<file path="src/rtl/mult_controller_pkg.sv">
// mult_controller_pkg
//   Shared constants for the shift-add multiplier controller: the 3-bit
//   state encoding and the default iteration / watchdog parameters.
//   No ports; imported by mult_controller and by anything that needs to
//   decode its state.
package mult_controller_pkg;

  // One CALC/SHIFT iteration per multiplier bit of the 6x6 datapath.
  localparam int NUM_ITER_DEFAULT   = 6;
  // Iterations tolerated beyond NUM_ITER before the watchdog fires.
  localparam int WDOG_SLACK_DEFAULT = 2;

  localparam int STATE_W = 3;

  localparam logic [2:0] S_IDLE  = 3'd0;
  localparam logic [2:0] S_LOAD  = 3'd1;
  localparam logic [2:0] S_CALC  = 3'd2;
  localparam logic [2:0] S_SHIFT = 3'd3;
  localparam logic [2:0] S_DONE  = 3'd4;
  localparam logic [2:0] S_HOLD  = 3'd5;
  localparam logic [2:0] S_ERR   = 3'd6;

endpackage

</file>
<file path="src/rtl/mult_controller.sv">
// mult_controller
//   Moore control FSM for a 6x6-bit signed shift-add multiplier datapath.
//   Sequences one multiply per accepted start, ends the CALC/SHIFT loop on
//   the datapath's terminal-count flag, and runs its own watchdog count
//   that raises a sticky error if that flag never arrives.
//
// Ports
//   clk                in   system clock, rising edge
//   rst                in   asynchronous active-low reset
//   start              in   request level, sampled only while idle
//   carryout           in   datapath counter terminal flag (used in SHIFT)
//   ldx                out  load x and -x registers
//   ldy                out  load y register
//   shifty             out  shift y register one step
//   initcnt            out  initialise datapath counter
//   encnt              out  advance datapath counter
//   en_mult_one_bit_y  out  enable partial-product select from y bits
//   init_result        out  clear accumulator
//   ldresult           out  accumulate partial product
//   ready              out  idle, able to accept start
//   done               out  one-cycle completion pulse
//   err                out  sticky watchdog error
module mult_controller
  import mult_controller_pkg::*;
#(
  parameter int NUM_ITER   = NUM_ITER_DEFAULT,
  parameter int WDOG_SLACK = WDOG_SLACK_DEFAULT
) (
  input  logic clk,
  input  logic rst,
  input  logic start,
  input  logic carryout,
  output logic ldx,
  output logic ldy,
  output logic shifty,
  output logic initcnt,
  output logic encnt,
  output logic en_mult_one_bit_y,
  output logic init_result,
  output logic ldresult,
  output logic ready,
  output logic done,
  output logic err
);

  localparam int ITER_MAX = NUM_ITER + WDOG_SLACK;
  localparam int CNT_W    = $clog2(ITER_MAX + 1);
  // Last SHIFT (pre-increment count) allowed before the watchdog trips.
  localparam logic [CNT_W-1:0] WDOG_LAST = CNT_W'(ITER_MAX - 1);
  localparam logic [CNT_W-1:0] CNT_SAT   = CNT_W'(ITER_MAX);

  logic [STATE_W-1:0] state_q, state_d;
  logic [CNT_W-1:0]   iter_q, iter_d;
  logic               err_q, err_d;

  always_comb begin
    state_d = state_q;
    iter_d  = iter_q;
    err_d   = err_q;
    case (state_q)
      S_IDLE: begin
        if (start) begin
          state_d = S_LOAD;
          iter_d  = '0;
          err_d   = 1'b0;
        end
      end
      S_LOAD:  state_d = S_CALC;
      S_CALC:  state_d = S_SHIFT;
      S_SHIFT: begin
        // Saturating so a runaway loop can never wrap the watchdog.
        if (iter_q != CNT_SAT) begin
          iter_d = iter_q + CNT_W'(1);
        end
        if (carryout) begin
          state_d = S_DONE;
        end else if (iter_q == WDOG_LAST) begin
          state_d = S_ERR;
          err_d   = 1'b1;
        end else begin
          state_d = S_CALC;
        end
      end
      // A start still held high must drop before another multiply begins.
      S_DONE, S_ERR: state_d = start ? S_HOLD : S_IDLE;
      S_HOLD: begin
        if (!start) begin
          state_d = S_IDLE;
        end
      end
      default: state_d = S_IDLE;
    endcase
  end

  always_ff @(posedge clk or negedge rst) begin
    if (!rst) begin
      state_q <= S_IDLE;
      iter_q  <= '0;
      err_q   <= 1'b0;
    end else begin
      state_q <= state_d;
      iter_q  <= iter_d;
      err_q   <= err_d;
    end
  end

  // Strobes decode from the registered state only.
  assign ready             = (state_q == S_IDLE);
  assign ldx               = (state_q == S_LOAD);
  assign ldy               = (state_q == S_LOAD);
  assign initcnt           = (state_q == S_LOAD);
  assign init_result       = (state_q == S_LOAD);
  assign en_mult_one_bit_y = (state_q == S_CALC);
  assign ldresult          = (state_q == S_CALC);
  assign shifty            = (state_q == S_SHIFT);
  assign encnt             = (state_q == S_SHIFT);
  assign done              = (state_q == S_DONE);
  assign err               = err_q;

endmodule

</file>
<file path="config.mk">
export PLATFORM = sky130hd
export DESIGN_NAME = mult_controller
export DESIGN_NICKNAME = d
export VERILOG_FILES = /design/src/rtl/mult_controller_pkg.sv /design/src/rtl/mult_controller.sv
export SDC_FILE = /design/constraint.sdc
export NUM_CORES = 1
export LEC_CHECK = 0
export CAP_MARGIN = 20
export CORE_AREA = 8 8 45 47
export CTS_BUF_LIST = sky130_fd_sc_hd__clkbuf_16
export CTS_CLUSTER_DIAMETER = 150
export DETAILED_ROUTE_END_ITERATION = 10
export DIE_AREA = 0 0 53 55
export PLACE_DENSITY = 0.69
export SLEW_MARGIN = 20
export SYNTH_ARGS = -nofsm -noshare
export SYNTH_HDL_FRONTEND = slang
export SYNTH_SLANG_ARGS = --single-unit
</file>
<file path="constraint.sdc">
create_clock -name clk -period 3.78 [get_ports clk]
set_input_delay 0.945 -clock clk [delete_from_list [all_inputs] [get_ports clk]]
set_output_delay 0.945 -clock clk [all_outputs]
set_load 0.02 [all_outputs]
</file>
==> reports/qor.yml <==
pwr:
  power_frac_comb_pct: 47.5
  p_sw_mw: 0.250
  seqPwrFrac_pct: 26.4
  ir_drop_mv: 0.321
  clockPowerShare_pct: 26.1
  p_per_area_nw_per_um2: 995
  p_leak_nw: 0.305
  p_int_mw: 0.413
  p_sw_share_pct: 37.7
synth:
  ys_async_sr_fraction_pct: 100
  netlist_area_um2: 490
  synth_area_leaders: "dfrtp_1 41%, buf_4 7.7%, mux2i_1 6.1%, ha_1 5.1%, nand2_1 3.8%"
  syn_avg_cell_area_um2: 9.62
  yosysMostFrequentCell: "dfrtp_1"
  ys_seq_area_share_pct: 40.8
  synth_cell_types: 26
  synth-edff-count: 0
  synth_ff_type: "dfrtp_1"
  synth_top_area_share_pct: 40.8
  ys_warn_count: 0
  yosys.area.top_type: "dfrtp_1"
  syn_inst: 51
  synth_common_cells: "8 x dfrtp_1, 5 x buf_4, 5 x nand2_1"
  ys_seq_elements: 8
  syn_nets: 57
critical_path:
  rr_worst_depth: 2
  critPathMaxFanout: 10
  crit_chain: "nor3b_1 > clkdlybuf4s50_1"
  slowest_stage: "clkdlybuf4s50_1"
  cp.required_ps: 2830
  cp_slowest_stage_delay_ps: 690
  reg2reg_to: "iter_q[1]"
  worst_setup_path_end_kind: "output port"
  start_kind: "flop"
  rrSetupSlack_ps: 2380
  worstReg2RegStart: "state_q[1]"
  path_class: "reg2out"
  cp.arrival_ps: 1790
grt:
  grt_pass1_vias: 362
  grt_usage_pct: 7.04
  grt_pass1_wl_um: 1520
  antenna_found_initial: 0
  overflow: 0
  grt_start_max_net_pins: 11
die:
  die-height_um: 55
  core_um2: 1380
  die_area_um2: 2920
  start_util_pct: 35.4
  floorplan.rows: 14
  io_pins: 15
  die_w_um: 53
timing:
  period_minus_slack_ps: 2730
  slew_viol_final: 0
  rsz0062_at_grt: "false"
  slew_headroom_pct: 73.6
  hold_violations: 0
  tightest_slew_ps: 395
  skew_ps: 1.92
  tns_ps: 0
  fmaxAchievable_mhz: 366
  setup_viol: 0
  fin_crit_sh_pct: 72.3
layout:
  diodes: 0
  final_area_um2: 667
  syn_to_final_growth_pct: 36.0
  nFillCells: 122
  final_nets: 68
  fin_util_pct: 48.2
  ff_latch_area_um2: 200
  multiInputGateArea_um2: 216
  drive_gt1_share_pct: 10.0
drt:
  totalWireLength_um: 941
  firstDrtPassIters: 4
  detail-route-antenna-nets: 0
  vias_per_cell: 4.79
  detail_route.iter0.violations: 8
  wl_per_cell_um: 12.4
  drc_errors: 0
  num_vias: 364
place:
  gp_congestion: 0.743
  placed_area_um2: 592
  port_buffers: 14
  detailed_place_hpwl_um: 723
cts:
  cts_buffers: 3
  cts_num_sinks: 8
  cts.reportedPaths.clkPinSlew_ps: 40
  clk_path_buf_depth: 2
  clk_latency_ps: 230
  cts_root_buf: "clkbuf_16"
  cts_setup_buffers: 0
  cts_tree: "done"
  cts_max_level: 1
  hold_buffers: 0
  cts_resized: 0
worst_hold_path:
  hold_depth: 1
  hp-start: "iter_q[2]"
  hold_class: "reg2reg"
  holdPathEnd: "iter_q[2]"
status:
  status: "finished, final reports clean"
run:
  maxCapViolations: 0
==> power by group through the flow <==
| stage | Clock [mW] | Combinational (mW) | Sequential (mW) |
|---|---|---|---|
| 2_1_floorplan | 0 | 0.258 | 0.150 |
| 3_3_place_gp | 0 | 0.316 | 0.173 |
| 3_5_place_dp | 0 | 0.318 | 0.175 |
| 4_1_cts | 0.178 | 0.320 | 0.174 |
| 5_1_grt | 0.182 | 0.346 | 0.184 |
| 6_report | 0.173 | 0.315 | 0.175 |
==> per-layer routing <==
metal	track usage [%]	wire length (um)	up-vias	share of wire (%)
li1	-	-	191	-
met1	8.66	405	166	43
met2	10.5	482	5	51
met3	0.802	33	2	3.5
met4	6.47	20	0	2.1
met5	0	0	-	0
==> worst max path at each step <==
stage | start | to | slack, ps
5_1_grt | state_q[0] | ldy | 890
3_5_place_dp | state_q[1] | ldy | 1260
4_1_cts | state_q[1] | ldy | 1030
2_1_floorplan | state_q[1] | initcnt | 1380
6_report | state_q[1] | ldy | 1050
3_3_place_gp | state_q[1] | init_result | 1340
==> flip-flops by register name, indices dropped and copies added (netlist names) <==
| name | count |
|---|---|
| state_q | 3 |
| iter_q | 4 |
| err | 1 |
==> final cells by class <==
class / count / share of cell area (%)
sequential: 8 / 30.0
tap: 16 / 3.00
clock buffer: 3 / 11.3
timing repair buffer: 14 / 21.0
multi-input combinational: 31 / 32.5
inverter: 4 / 2.25
==> cells by family (layout without fill, tap and decap cells) <==
| group | after synthesis | count (layout) | synth area share (%) |
|---|---|---|---|
| flops | 8 | 8 | 40.8 |
| compound gates | 8 | 8 | 9.95 |
| fa+ha+maj | 2 | 2 | 5.10 |
| mux | 3 | 3 | 6.12 |
| simple gates | 18 | 18 | 23.0 |
| buf+inv | 12 | 21 | 15.0 |
==> stage by stage <==
step | worst slack, ps | power (mW) | instances | hold WS, ps
finish | 1050 | 0.664 | 76 | 508
CTS | 1030 | 0.672 | 76 | 512
global route | 893 | 0.712 | 76 | 526
floorplan | 1380 | 0.409 | 51 | 460
detailed placement | 1260 | 0.493 | 73 | 500
global placement | 1340 | 0.489 | 73 | 495
==> placed cells by master, fill, tap and decap left out, types with 2 or more instances in the layout <==
cell,n
clkdlybuf4s50_1,14
dfrtp_1,8
nand2_1,5
inv_1,4
mux2i_1,3
clkbuf_16,3
nor3_1,2
nor3b_1,2
a21oi_1,2
o21ai_0,2
ha_1,2
==> worst max-delay path: cells and delay by family, from the launching register on <==
family        cells  cell delay, ps
flops             1             460
simple gates      1             410
buf+inv           1             690
(Power assumes the default switching activity.)
==> RTL edit: new RTL, config.mk and constraints unchanged <==
Reset style: synchronous (`rst`), changed in one clocked block. Comments in the files are not updated.
--- a/src/rtl/mult_controller.sv
+++ b/src/rtl/mult_controller.sv
@@ -93,5 +93,5 @@
   end
 
-  always_ff @(posedge clk or negedge rst) begin
+  always_ff @(posedge clk) begin
     if (!rst) begin
       state_q <= S_IDLE;
Function: differs if rst is asserted again (counterexample within 4 cycles, from zero or initial values and one cycle with rst low); with rst held inactive, the same outputs for 10 cycles.
==> RTL edit against the unedited design <==
Synthesized cell count increased by 18%; via count rose by 20%; global-route usage grew 1.7 points; design area up 1.1%; routed wire length grew 13%; synthesized area increased by 2.0%; worst hold slack got worse by 0.070 ns; sequential cell count is the same; clock skew barely moved; count of clock-buffer cells in the layout stayed put; setup slack lost 0.041 ns.
Power is not compared: it rests on default switching activity, and its combinational part moved more than twofold at a synthesized area within 25%.
==> RTL edit: results (changes against the unedited design) <==
stage;metric;value;unit;change
outcome;status;completed;;
global_route;M1 GR Usage;0.0905;;+0.00394
worst_setup_path;R2R depth;4;;+2
clocking;Root Driver;clkbuf_16;;
worst_hold_path;hold depth;2;;+1
worst_hold_path;Hold Path End;err$_SDFFE_PN0P_;;
sta;Worst-Margin Slew;0.623;ns;+0.228 ns
synthesis;Synth Warn #;0;;unchanged
global_route;met2 Use GR;0.121;;+0.0156
synthesis;Post-synth top cells;8 x dfxtp_1, 6 x buf_4, 5 x a21oi_1, 5 x inv_1, 5 x o21ai_0;;
sta;crit share post-route;0.734;;+0.0108
drt;met2 WL post-DR;449;um;-6.8%
synthesis;Seq/Total Area, Yosys;0.320;;-0.0882
place;placed cell count;82;;+12%
worst_setup_path;Crit. Startpoint;state_q[0]$_SDFFE_PN0P_;;
layout;share of cells above drive strength 1;0.0725;;-0.0275
sta;Min Hold Slack;0.438;ns;-0.0697 ns
drt;routed vias/inst;5.14;;+7.3%
clocking;Clk Latency, worst-skew pair;0.23;ns;about the same
worst_setup_path;R2R Setup Slk;2.11;ns;-0.27 ns
place;port bufs;14;;unchanged
worst_setup_path;reg-to-reg startpoint;state_q[1]$_SDFFE_PN0P_;;
pwr;Clock Power;0.000179;W;
clocking;CTS Buffer Depth;2;;unchanged
drt;drt initial violations;5;;-3
drt;met1 wire length;446;um;+10%
worst_setup_path;crit path capture;ldx;;
pwr;sequential share of power;0.294;;
drt;metal3 WL;124;um;+280%
pwr;switching share of power;0.229;;
global_route;met3 usage;0.0535;;+0.0455
place;DP Wirelength;762;um;+5.4%
place;Post-DP Area;599;um2;+1.3%
drt;drt first pass iters;2;;-2
worst_setup_path;Worst Path Arrival;1.83;ns;+0.04 ns
clocking;# resized after CTS;0;;unchanged
synthesis;library cells used by synthesis;24;;-7.7%
global_route;Total GRT Usage;0.0872;;+0.0168
worst_setup_path;capturing point of the worst reg2reg path;iter_q[2]$_SDFFE_PN0P_;;
layout;# nets final;77;;+13%
global_route;number of global-route vias before repair;382;;+5.5%
drt;vias;437;;+20%
synthesis;Mapped Nets;66;;+16%
worst_hold_path;hold_sp;err$_SDFFE_PN0P_;;
place;Routability Congestion;0.737;;-0.83%
place;Place WS;1.24;ns;-0.0153 ns
synthesis;async set-or-reset flop fraction in the synthesized netlist;0;;-1.00
sta;Clock Skew;0.00196;ns;+0.0000484 ns
synthesis;Avg Cell Area, Syn;8.34;um2;-13%
synthesis;Top FF cell, synth;dfxtp_1;;
drt;Avg WL per Cell;12.5;um;+0.72%
synthesis;Area contributors post-synth;dfxtp_1 32%, buf_4 9.0%, a21oi_1 5.0%;;
global_route;largest net degree at the start of global routing;12;;+1
global_route;global-route wire length before repair;1.75;mm;+15%
-- RTL edit: changes by cell type after synthesis, moves of 2 or more --
cell,delta
a21oi_1,+3
dfrtp_1,-8
nand3_1,+2
or3_1,+3
o21ai_0,+3
nand2b_1,+2
dfxtp_1,+8
nand2_1,-2
mux2i_1,-3
o211ai_1,+2
-- RTL edit: cell type report --
| cell class | instances | area (um2) |
|---|---|---|
| multi-input cells | 39 | 260 |
| clock buffers | 3 | 75.1 |
| repair buffers | 14 | 140 |
| fillers | 138 | 709 |
| well taps | 16 | 20.0 |
| flip-flops and latches | 8 | 160 |
| inverters | 5 | 18.8 |
-- RTL edit: cell families after synthesis --
group / Yosys count / synth area share
simple gates: 23 / 0.313
compound gates: 14 / 0.157
buf+inv: 13 / 0.160
flops: 8 / 0.320
fa+ha+maj: 2 / 0.0500
